==> src/rtl/nn_pkg.sv <==
// Shared types and helpers for the dense-layer inference engine.
package nn_pkg;

  // Activation selection used by the dense layer modules.
  typedef enum logic [1:0] {
    ACT_LINEAR,
    ACT_RELU,
    ACT_LEAKY_RELU
  } activation_t;

  // Inference controller sequencing states.
  typedef enum logic [2:0] {
    IDLE,
    START,
    WAIT,
    ARGMAX,
    DONE,
    ERROR
  } ctrl_state_t;

  // Width of an index into n items. Never narrower than one bit.
  function automatic int idx_width(input int n);
    return (n > 1) ? $clog2(n) : 1;
  endfunction

endpackage

==> src/rtl/inference_controller_argmax_scan.sv <==
// Sequential argmax over a vector of signed values, one element per cycle.
// A start pulse seeds the best value with element 0. Element i is compared
// in scan cycle i. done is high during the cycle that handles the last
// element. Ties keep the lower index.
module argmax_scan
  import nn_pkg::*;
#(
  parameter int DATA_WIDTH  = 32,
  parameter int NUM_OUTPUTS = 10
) (
  input  logic                                  clock,
  input  logic                                  reset,
  input  logic                                  start,
  input  logic signed [DATA_WIDTH-1:0]          values [NUM_OUTPUTS],
  output logic                                  done,
  output logic [idx_width(NUM_OUTPUTS)-1:0]     max_index,
  output logic signed [DATA_WIDTH-1:0]          max_value
);

  localparam int IW = idx_width(NUM_OUTPUTS);

  logic [IW-1:0] pos;
  logic          running;

  assign done = running && (pos == IW'(NUM_OUTPUTS - 1));

  // Seed on start, then walk the vector, replacing only on strictly greater.
  always_ff @(posedge clock or negedge reset) begin
    // NOTE: sequential state uses non-blocking assignments only, so every
    // register samples the pre-edge value of every other register.
    if (!reset) begin
      running   <= 1'b0;
      pos       <= '0;
      max_index <= '0;
      max_value <= '0;
    end else if (start) begin
      running   <= 1'b1;
      pos       <= IW'(1);
      max_index <= '0;
      max_value <= values[0];
    end else if (running) begin
      if (values[pos] > max_value) begin
        max_index <= pos;
        max_value <= values[pos];
      end
      if (done) begin
        running <= 1'b0;
      end else begin
        pos <= pos + IW'(1);
      end
    end
  end

endmodule

==> src/rtl/inference_controller.sv <==
// Sequences a chain of dense layers for one inference: start pulse per
// layer, wait for that layer's done rising edge under a watchdog, then an
// argmax scan of the final layer whose result is offered on a valid/ready
// port. A watchdog expiry parks the controller in a sticky error state.
module inference_controller
  import nn_pkg::*;
#(
  parameter int DATA_WIDTH     = 32,
  parameter int NUM_LAYERS     = 3,
  parameter int NUM_OUTPUTS    = 10,
  parameter int TIMEOUT_CYCLES = 4096
) (
  input  logic                                  clock,
  input  logic                                  reset,
  input  logic                                  in_valid,
  output logic                                  in_ready,
  output logic [NUM_LAYERS-1:0]                 layer_start,
  input  logic [NUM_LAYERS-1:0]                 layer_done,
  input  logic signed [DATA_WIDTH-1:0]          final_outputs [NUM_OUTPUTS],
  output logic                                  result_valid,
  input  logic                                  result_ready,
  output logic [idx_width(NUM_OUTPUTS)-1:0]     result_class,
  output logic signed [DATA_WIDTH-1:0]          result_score,
  output logic [idx_width(NUM_LAYERS)-1:0]      current_layer,
  output logic                                  busy,
  output logic                                  error
);

  localparam int KW = idx_width(NUM_LAYERS);
  localparam int TW = idx_width(TIMEOUT_CYCLES);

  ctrl_state_t           state, state_next;
  logic [KW-1:0]         k;
  logic [TW-1:0]         timer;
  logic [NUM_LAYERS-1:0] done_prev;

  logic done_edge;
  logic timer_expired;
  logic last_layer;
  logic scan_start;
  logic scan_done;

  // A done level that was already high before this WAIT (left over from a
  // previous inference) never produces an edge, so it cannot advance us.
  assign done_edge     = layer_done[k] & ~done_prev[k];
  assign timer_expired = (timer == TW'(TIMEOUT_CYCLES - 1));
  assign last_layer    = (k == KW'(NUM_LAYERS - 1));

  // State register.
  always_ff @(posedge clock or negedge reset) begin
    if (!reset) begin
      state <= IDLE;
    end else begin
      state <= state_next;
    end
  end

  // Next-state logic; a done edge takes priority over watchdog expiry.
  always_comb begin
    // NOTE: default every always_comb output first so no path leaves it
    // unassigned, which would otherwise infer a latch.
    state_next = state;
    case (state)
      IDLE:   if (in_valid) state_next = START;
      START:  state_next = WAIT;
      WAIT: begin
        if (done_edge) begin
          state_next = last_layer ? ARGMAX : START;
        end else if (timer_expired) begin
          state_next = ERROR;
        end
      end
      ARGMAX: if (scan_done) state_next = DONE;
      DONE:   if (result_ready) state_next = IDLE;
      ERROR:  state_next = ERROR;
      default: state_next = IDLE;
    endcase
  end

  // Layer index, watchdog counter and done history.
  always_ff @(posedge clock or negedge reset) begin
    if (!reset) begin
      k         <= '0;
      timer     <= '0;
      done_prev <= '0;
    end else begin
      done_prev <= layer_done;
      case (state)
        IDLE: if (in_valid) k <= '0;
        START: timer <= '0;
        WAIT: begin
          if (done_edge) begin
            if (!last_layer) k <= k + KW'(1);
          end else if (!timer_expired) begin
            timer <= timer + TW'(1);
          end
        end
        default: ;
      endcase
    end
  end

  // Moore outputs plus the scan launch on the final layer's done edge.
  always_comb begin
    layer_start   = '0;
    in_ready      = (state == IDLE);
    result_valid  = (state == DONE);
    busy          = (state == START) || (state == WAIT) || (state == ARGMAX);
    error         = (state == ERROR);
    current_layer = k;
    scan_start    = (state == WAIT) && done_edge && last_layer;
    if (state == START) layer_start[k] = 1'b1;
  end

  // The scan registers double as the result registers: they hold through
  // DONE and IDLE until the next scan is seeded.
  argmax_scan #(
    .DATA_WIDTH  (DATA_WIDTH),
    .NUM_OUTPUTS (NUM_OUTPUTS)
  ) u_argmax (
    .clock     (clock),
    .reset     (reset),
    .start     (scan_start),
    .values    (final_outputs),
    .done      (scan_done),
    .max_index (result_class),
    .max_value (result_score)
  );

endmodule

==> config.mk <==
export PLATFORM = sky130hd
export DESIGN_NAME = inference_controller
export DESIGN_NICKNAME = d
export VERILOG_FILES = /design/src/rtl/nn_pkg.sv /design/src/rtl/inference_controller_argmax_scan.sv /design/src/rtl/inference_controller.sv
export SDC_FILE = /design/constraint.sdc
export NUM_CORES = 1
export LEC_CHECK = 0
export ABC_AREA = 1
export CORE_AREA = 2 2 146 148
export DETAILED_ROUTE_END_ITERATION = 8
export DIE_AREA = 0 0 148 150
export GPL_ROUTABILITY_DRIVEN = 1
export PLACE_DENSITY = 0.82
export SLEW_MARGIN = 20
export SYNTH_ARGS = -nofsm -noshare
export SYNTH_HDL_FRONTEND = slang
export SYNTH_HIERARCHICAL = 1
export SYNTH_SLANG_ARGS = --single-unit
export TNS_END_PERCENT = 20
==> constraint.sdc <==
create_clock -name clock -period 3.7 [get_ports clock]
set_clock_uncertainty 0.1 [all_clocks]
set_input_delay 0.74 -clock clock [delete_from_list [all_inputs] [get_ports clock]]
set_output_delay 0.74 -clock clock [all_outputs]
set_load 0.01 [all_outputs]
# --- After elaboration in Yosys (flattened, before gate mapping) ---
# Index checks and enable logic that the tools add are counted.
word_totals:
  ff_bits: 61
  latchBits: 0
  mem_bits_rw: 0
  romBits: 0
  in_bits: 327
  out_inout_bits: 45
  elab_cells: 87
  memories: 0
classes:
  add_sub_neg: 3
  multipliers: 0
  div: 0
  n_lt_le_gt_ge: 4
  n_eq_ne: 17
  shift: 0
  n_mux: 36
  n_bitwise: 3
  reduce_logical: 16
ops:
  columns: ["op", "count"]
  rows:
  - ["32-bit 2-to-1 mux", 5]
  - ["32-bit binary-select mux with 4-bit select", 1]
  - ["32-bit greater-than comparator", 1]
  - ["12-bit 2-to-1 mux", 2]
  - ["4-bit 2-to-1 mux", 6]
  - ["12-bit case mux with 2 select lines", 1]
  - ["3-bit 2-to-1 mux", 6]
  - ["3-bit case mux with 6 select lines", 1]
  - ["2-bit != test, second input constant", 7]
  - ["12-bit by 1-bit adder with 12-bit output, second input constant", 1]
  - ["12-bit == test, second input constant", 1]
  - ["2-bit 2-to-1 mux", 4]
  - ["4-bit AND reduction", 2]
  - ["2-bit nonzero test", 4]
  - ["3-bit by 2-bit == test with 1-bit output, second input constant", 2]
  - ["3-bit == test, second input constant", 2]
  - ["1-bit 2-to-1 mux", 6]
  - ["5-bit >= comparator, second input constant", 1]
  - ["4-bit inverter with 5-bit output", 1]
  - ["4-bit by 1-bit adder with 4-bit output, second input constant", 1]
  - ["1-bit binary-select mux with 2-bit select", 2]
  - ["4-bit == test, second input constant", 1]
  - ["1-bit logical AND", 4]
  - ["2-bit case mux with 2 select lines", 1]
  - ["other kinds (14)", 16]

# --- Depth between registers and ports, before layout ---
# Gate-level depths: netlist of the first run.
depth:
  word_depth: 8
  mapped_depth: 28
  ltp_nobuf: 25

# --- Hierarchy ---
# The synthesis of the first run kept the hierarchy.
by_module_without_submodules:
  columns: ["mod", "instances", "cells_per_inst", "area_per_inst_um2", "seq_area_each_um2"]
  rows:
  - ["argmax_scan", 1, 915, 5701.7, 1026.0]
  - ["inference_controller", 1, 185, 1291.2, 500.5]

# --- Least setup slack after synthesis of the first run ---
# No wires, ideal clock.
synth_timing:
  path_type: "register -> register"
  start: "reg u_argmax.pos[0]"
  end: "reg u_argmax.max_value[26]"
  setup_ns: 0.117
  t_arrival_ns: 2.620
  required_ns: 3.483
  path_slack_ns: 0.863
  stages_incl_launch_ff: 19
  path_buffers: 4
  synth_period_minus_slack_ns: 2.837
  path_cell_list: "dfrtp_1 -> buf_4 -> inv_4 -> buf_6 -> buf_4 -> nor2_1 -> o221ai_1 -> nand3_1 -> o21ai_1 -> ha_1 -> nand2_1 -> nor2_2 -> nand2_1 -> nor2_2 -> a21oi_1 -> nand2_4 -> buf_4 -> nand3_1 -> nand2_1"
synth_via:
  elab_chain_len: 7
  elab_cells_between_ends: 10
  cone_classes: "order compare: 1; mux: 6; bitwise: 1; reduce/logical: 2"
synth_rtl:
  columns: ["element", "line", "text"]
  rows:
  - ["from (decl)", "inference_controller_argmax_scan.sv:22", "logic [IW-1:0] pos;"]
  - ["from (signal assigned)", "inference_controller_argmax_scan.sv:49", "pos <= pos + IW'(1);"]
  - ["4-bit inverter with 5-bit output (implied by the code) *", "inference_controller_argmax_scan.sv:42, inference_controller_argmax_scan.sv:44", null]
  - ["32-bit binary-select mux with 4-bit select *", "inference_controller_argmax_scan.sv:42, inference_controller_argmax_scan.sv:44", null]
  - ["32-bit 2-to-1 mux (implied by the code) * (2 in a row)", "inference_controller_argmax_scan.sv:42, inference_controller_argmax_scan.sv:44", null]
  - ["32-bit greater-than comparator / 32-bit 2-to-1 mux (equally long branches)", "inference_controller_argmax_scan.sv:42", "if (values[pos] > max_value) begin"]
  - ["2-bit nonzero test (no source line) / 32-bit 2-to-1 mux (equally long branches)", null, null]
  - ["2-bit AND reduction (no source line) / 32-bit 2-to-1 mux (equally long branches)", null, null]
  - ["to (signal assigned)", "inference_controller_argmax_scan.sv:40", "max_value <= values[0];"]
  - ["to (signal assigned)", "inference_controller_argmax_scan.sv:44", "max_value <= values[pos];"]
  - ["to (decl)", "inference_controller_argmax_scan.sv:17", "output logic signed [DATA_WIDTH-1:0] max_value"]
# Mark *: on every way between the ends. The rest lies on a longest branch, timed or not. The select of a mux whose other input is x is not followed.
# A chain may end at the register's enable or synchronous reset.

# --- Final worst setup path of the first run ---
layout_timing:
  start: "reg u_argmax.pos[0]"
  end: "reg u_argmax.max_value[14]"
# The elaborated chain is that of the path after synthesis.

==> impl_metrics.json, run 1 <==
{
  "p_per_area_mw_per_mm2": 594,
  "finalNetCount": 1796,
  "max_slew_margin_pct": 50.4,
  "portBuffers": 371,
  "antenna_found_initial": 2,
  "crit_top_cell": "nand2_1",
  "critPathSlowestCell": "dfrtp_4",
  "seq_area_frac_synth_pct": 21.8,
  "io_pins": 372,
  "grt_pass1_wl_mm": 49.0,
  "fmax_ghz": 0.284,
  "worstSetupEndpointType": "flip-flop",
  "cts_buffers": 9,
  "swShare_pct": 48.0,
  "crit_chain": "buf_12 > o21ai_0 > o221ai_1 > nand3_1 > o21ai_2 > ha_1 > a21oi_1 > o21ai_0 > a21oi_1 > nand2_1 > nand2_1 > nand2_1 > nand2_1 > nand2_2 > nand2_4 > nand2_8 > nand2_1 > nand2_1",
  "drcViolationCount": 0,
  "clock-root-buffer": "clkbuf_16",
  "post_drt_wl_per_cell_microns": 19.3,
  "ctsHtreeMaxLevel": 3,
  "drv_cap": 0,
  "finalCritPeriodShare_pct": 95.0,
  "clock-sinks": 61,
  "criticalPathCategory": "flip-flop to flip-flop",
  "pre_cts_ws_ps": -184,
  "setup_viol": 0,
  "outcome": "complete, no violations",
  "synth_flop_cell": "dfrtp_1",
  "via_count": 9143,
  "critPathBufInv": 1,
  "hold_path.class": "input pin to asynchronous set/reset pin",
  "tightest_slew_ps": 743,
  "grt_setup_unrepaired": "false",
  "first_iter_violations": 835,
  "synthDistinctLibCells": 41,
  "power.internal_mw": 3.49,
  "layout_commonest_cell": "clkdlybuf4s50_1",
  "ctsHoldBuffers": 0,
  "syn-num-nets": 1465,
  "place.gp.congestion": 0.920,
  "grt_max_degree": 91,
  "viasPerCell": 5.34,
  "grtUsageTotal_pct": 28.3,
  "startpoint_type": "flip-flop",
  "clockPowerShare_pct": 13.6,
  "drtAntennaViolNets": 0,
  "ys_warn_count": 6,
  "path_depth": 18,
  "critPathTopFamily": "compound AO/OA/AOI/OAI gates",
  "grt_pass1_vias": 8712,
  "grt-ovfl-total": 0,
  "drive_gt1_share_pct": 5.57,
  "core_area_sq_mm": 0.0207,
  "synth_edf_count": 0,
  "cp.arrival_ps": 3630,
  "fp.dieW_microns": 148,
  "rows": 53,
  "drv_slew": 0,
  "final.min_clock_period_ps": 3520,
  "cts_resized": 0,
  "rrSetupSlack_ps": 180,
  "layout_common_cells": "clkdlybuf4s50_1, nand2_1, o21ai_0",
  "yosysTopAreaCell": "dfrtp_1",
  "dieArea_sq_mm": 0.0222,
  "crit_fanout": 90,
  "synth.top_cell.area_share_pct": 21.8,
  "routed_wl_mm": 33.1,
  "syn_avg_cell_area_sq_um": 6.36,
  "initial_core_util_pct": 33.8,
  "slowest_delay_ps": 470,
  "drt-pass1-iter-count": 5,
  "worstPathRequired_ps": 3810,
  "syn_inst": 1100,
  "seqPwrFrac_pct": 17.4,
  "yosys_register_bits": 61,
  "path_clk_slew_ps": 60,
  "peakVddDrop_mv": 0.409,
  "synth_area_sq_mm": 0.00699,
  "synthTopCellsByArea": "dfrtp_1, nand2_1, o21ai_0",
  "die-height_microns": 150,
  "fillerInstances": 1930,
  "holdWs_ps": 287,
  "synthArstFlopShare_pct": 100,
  "final_hold_viol_count": 0,
  "cts_tree": "done",
  "dp_hpwl_mm": 26.2,
  "worstRegToRegCells": 18,
  "p_sw_mw": 3.22,
  "area_growth_pct": 61.4,
  "clk_latency_ps": 330,
  "p_leak_nw": 5.02,
  "post_cts.repair.setup_buffers": 0,
  "fin_ws_ps": 183,
  "power_frac_comb_pct": 68.9,
  "clockBufferDepth": 2
}
cell usage after synthesis, types with 2 or more instances:
cell	instances
nand2_1	210
o21ai_0	156
nor2_1	126
nand3_1	102
inv_1	98
dfrtp_1	61
a21oi_1	48
ha_1	38
o211ai_1	32
o21ai_1	32
o221ai_1	32
mux2i_1	31
clkbuf_1	26
buf_2	19
buf_1	12
buf_4	12
o21ai_2	12
nand4_1	7
buf_6	5
inv_2	5
nor2_2	4
nor3_1	4
xnor2_1	4
clkbuf_2	3
a21o_1	2
nand2_2	2
nand3_2	2
nor3b_1	2
area by class of cell:
type | count | area [sq um] | area share, %
Sequential cell | 61 | 1530 | 13.6
Clock inverter | 7 | 97.6 | 0.865
Inverter | 106 | 405 | 3.59
Tap cell | 275 | 344 | 3.05
Timing Repair Buffer | 398 | 4020 | 35.7
Multi-Input combinational cell | 855 | 4650 | 41.2
Antenna cell | 2 | 5.00 | 0.0443
Clock buffer | 9 | 225 | 2.00
registers in the layout, summed over array words and instances (netlist names):
signal              flops
u_argmax/max_value     32
timer                  12
u_argmax/max_index      4
u_argmax/pos            4
done_prev               3
state                   3
current_layer           2
u_argmax/running        1
per-stage QoR:
step | utilization (%) | cells | TNS (ps) | total power, mW | cell area (sq um)
finish | 54.6 | 1713 | 0 | 6.71 | 11300
global route | 54.6 | 1713 | 0 | 7.26 | 11300
CTS | 54.5 | 1711 | 0 | 6.67 | 11300
detailed placement | 52.9 | 1695 | -5750 | 5.71 | 11000
global placement | 52.9 | 1695 | -4220 | 5.62 | 11000
floorplan | - | 1100 | 0 | 3.90 | 6990
layer usage:
| layer | wire length, microns | vias to the layer above | global-route usage (%) |
|---|---|---|---|
| met5 | 0 | - | 0 |
| li1 | - | 4427 | - |
| met4 | 1080 | 0 | 9.90 |
| met3 | 3290 | 66 | 7.29 |
| met2 | 15200 | 450 | 45.4 |
| met1 | 13500 | 4200 | 37.0 |
path summary, 6_finish.rpt:
| path | start | end |
|---|---|---|
| worst max-delay path | u_argmax/pos[0] | u_argmax/max_value[14] |
| worst min-delay path | reset | state[2] |
| worst max register to register | u_argmax/pos[0] | u_argmax/max_value[14] |
| worst min register to register | u_argmax/max_index[2] | u_argmax/max_index[2] |
| max in group asynchronous | reset | u_argmax/pos[0] |
| min in group clock | u_argmax/max_index[2] | u_argmax/max_index[2] |
cells by family after synthesis:
family / Yosys count / share of synthesized area, %
XOR/XNOR: 5 / 0.626
AND/OR/NAND/NOR: 465 / 28.4
multiplexers: 31 / 4.44
AO/OA/AOI/OAI: 316 / 26.3
adder cells (fa/ha/maj): 38 / 6.80
flip-flops: 61 / 21.8
buffers and inverters: 184 / 11.7
power groups by stage:
stage / combinational (mW) / sequential, mW / clock [mW]
finish: 4.62 / 1.17 / 0.915
global route: 5.10 / 1.20 / 0.956
CTS: 4.59 / 1.16 / 0.925
detailed placement: 4.54 / 1.17 / 0
global placement: 4.46 / 1.16 / 0
floorplan: 2.72 / 1.17 / 0
Power figures use the tool's default switching activity.
==> inputs of run 2 (changes only) <==
CORE_AREA = 2 2 145 147   (was 2 2 146 148)
DIE_AREA = 0 0 147 149   (was 0 0 148 150)
PLACE_DENSITY = 0.83   (was 0.82)
clock period = 4.47 ns   (was 3.7 ns; I/O delays follow)
==> run 2 against run 1 <==
Utilization is 0.29 points lower. Critical path depth is 2 lower. Worst hold slack gained 120 ps. First-iteration DRC count decreased by 26%. Flip-flop and latch count is the same. Combinational power fell by 21%.
==> impl_metrics.json, run 2 (synthesis results as in run 1) <==
{
  "place.gp.congestion": 0.880,
  "peakVddDrop_mv": 0.248,
  "portBuffers": 371,
  "crit_fanout": 32,
  "cts_tree": "done",
  "use_met3_pct": 5.66,
  "drtAntennaViolNets": 0,
  "drv_slew": 0,
  "post_drt_wl_per_cell_microns": 17.4,
  "max_slew_margin_pct": 47.9,
  "grt_use_met1_pct": 33.7,
  "swShare_pct": 47.2,
  "first_iter_violations": 619,
  "dp_hpwl_mm": 22.7,
  "registers.top_by_ff_count": "u_argmax/max_value",
  "tightest_slew_ps": 782,
  "clk_latency_ps": 340,
  "layout_commonest_cell": "clkdlybuf4s50_1",
  "layout_common_cells": "clkdlybuf4s50_1, nand2_1, o21ai_0",
  "io_pins": 372,
  "rrSetupSlack_ps": 230,
  "cts_buffers": 9,
  "ctsHoldBuffers": 0,
  "top_regs": "u_argmax/max_value: 32 flops, timer: 12 flops",
  "ff_latch_area_sq_mm": 0.00154,
  "largest_register_ffs": 32,
  "drive_gt1_share_pct": 4.70,
  "core_area_sq_mm": 0.0206,
  "cts_resized": 0,
  "initial_core_util_pct": 34.0,
  "startpoint_type": "flip-flop",
  "worstPathRequired_ps": 4590,
  "p_leak_nw": 4.94,
  "clockPowerShare_pct": 14.2,
  "grt_setup_unrepaired": "false",
  "p_per_area_mw_per_mm2": 481,
  "antenna_found_initial": 2,
  "criticalPathCategory": "flip-flop to flip-flop",
  "viasPerCell": 5.23,
  "gr-usage-met2_pct": 43.0,
  "finalNetCount": 1786,
  "clock-sinks": 61,
  "ctsHtreeMaxLevel": 3,
  "seqPwrFrac_pct": 17.5,
  "drcViolationCount": 0,
  "worstSetupEndpointType": "flip-flop",
  "cp.arrival_ps": 4360,
  "drt-pass1-iter-count": 5,
  "fin_tns_setup_ps": 0,
  "die-height_microns": 149,
  "grt-ovfl-total": 0,
  "pre_cts_ws_ps": 19.3,
  "routed_wl_mm": 29.6,
  "outcome": "complete, no violations",
  "hold_path.class": "flip-flop to flip-flop",
  "rows": 53,
  "power.internal_mw": 2.83,
  "final_hold_viol_count": 0,
  "final.min_clock_period_ps": 4240,
  "via_count": 8904,
  "fmax_ghz": 0.236,
  "power_frac_comb_pct": 68.3,
  "finalCritPeriodShare_pct": 94.9,
  "dieArea_sq_mm": 0.0219,
  "p_sw_mw": 2.53,
  "clockBufferDepth": 2,
  "fillerInstances": 1971,
  "grt_pass1_wl_mm": 45.4,
  "area_growth_pct": 59.5,
  "grt_pass1_vias": 8598,
  "post_cts.repair.setup_buffers": 0,
  "fin_ws_ps": 229,
  "grt_max_degree": 133,
  "setup_viol": 0,
  "drv_cap": 0,
  "path_clk_slew_ps": 60,
  "fp.dieW_microns": 147,
  "multi_input_area_sq_mm": 0.00465,
  "grt-busiest-layer": "met2",
  "clock-root-buffer": "clkbuf_16",
  "grtUsageTotal_pct": 26.2
}
==> run 2: changes by cell type in the layout (fill, tap and decap cells not counted), sizes merged <==
cell | previous run | this run
inv | 104 | 102
clkinvlp | 2 | 0
clkbuf | 9 | 13
buf | 28 | 18
==> run 2: power by group through the flow <==
stage | sequential (mW) | combinational (mW) | clock [mW]
detailed placement | 0.941 | 3.64 | 0
global placement | 0.939 | 3.57 | 0
floorplan | 0.971 | 2.25 | 0
global route | 0.968 | 4.11 | 0.813
CTS | 0.940 | 3.66 | 0.780
finish | 0.939 | 3.66 | 0.761
==> run 2: critical path, stage by stage, from the launching register on <==
cell and delay, ps:
dfrtp_2 520, nor3_2 280, clkinv_1 450, buf_12 330, o21ai_1 340, ha_1 360, a21oi_1 240, o21a_1 160
nand2_1 50, a21oi_1 230, nand2_1 90, nand2_1 70, nand2_2 90, nand2_4 310, nand2_8 240, nand2_1 140
nand2_1 60
==> run 2: area by class of cell <==
class / count / share of cell area, %
inverter: 106 / 3.61
clock inverter: 3 / 0.617
tap: 275 / 3.08
antenna: 2 / 0.0449
sequential: 61 / 13.8
timing repair buffer: 388 / 34.9
clock buffer: 13 / 2.24
multi-input combinational: 855 / 41.7
==> run 2: metrics by stage <==
stage | utilization [%] | total power [mW] | cell area, sq um | instances | hold WS (ps)
4_1_cts | 54.2 | 5.38 | 11200 | 1701 | 407
2_1_floorplan | - | 3.23 | 6990 | 1100 | 389
3_3_place_gp | 52.7 | 4.51 | 10800 | 1685 | 395
5_1_grt | 54.3 | 5.89 | 11200 | 1703 | 443
6_report | 54.3 | 5.36 | 11200 | 1703 | 405
3_5_place_dp | 52.7 | 4.58 | 10800 | 1685 | 392
==> run 2: worst paths after layout <==
path,from,endpoint,depth (start not counted)
worst max-delay path,u_argmax/pos[2],u_argmax/max_value[12],16
worst min-delay path,u_argmax/max_index[3],u_argmax/max_index[3],2
worst max register to register,u_argmax/pos[2],u_argmax/max_value[12],16
worst min register to register,u_argmax/max_index[3],u_argmax/max_index[3],2
max in group asynchronous,reset,u_argmax/pos[0],2
min in group asynchronous,reset,u_argmax/max_value[25],1
==> run 2: metal layers <==
layer  vias up  wire (microns)
li1       4400               -
met5         -               0
met2       385           13700
met3        51            2410
met4         0             938
met1      4068           12600
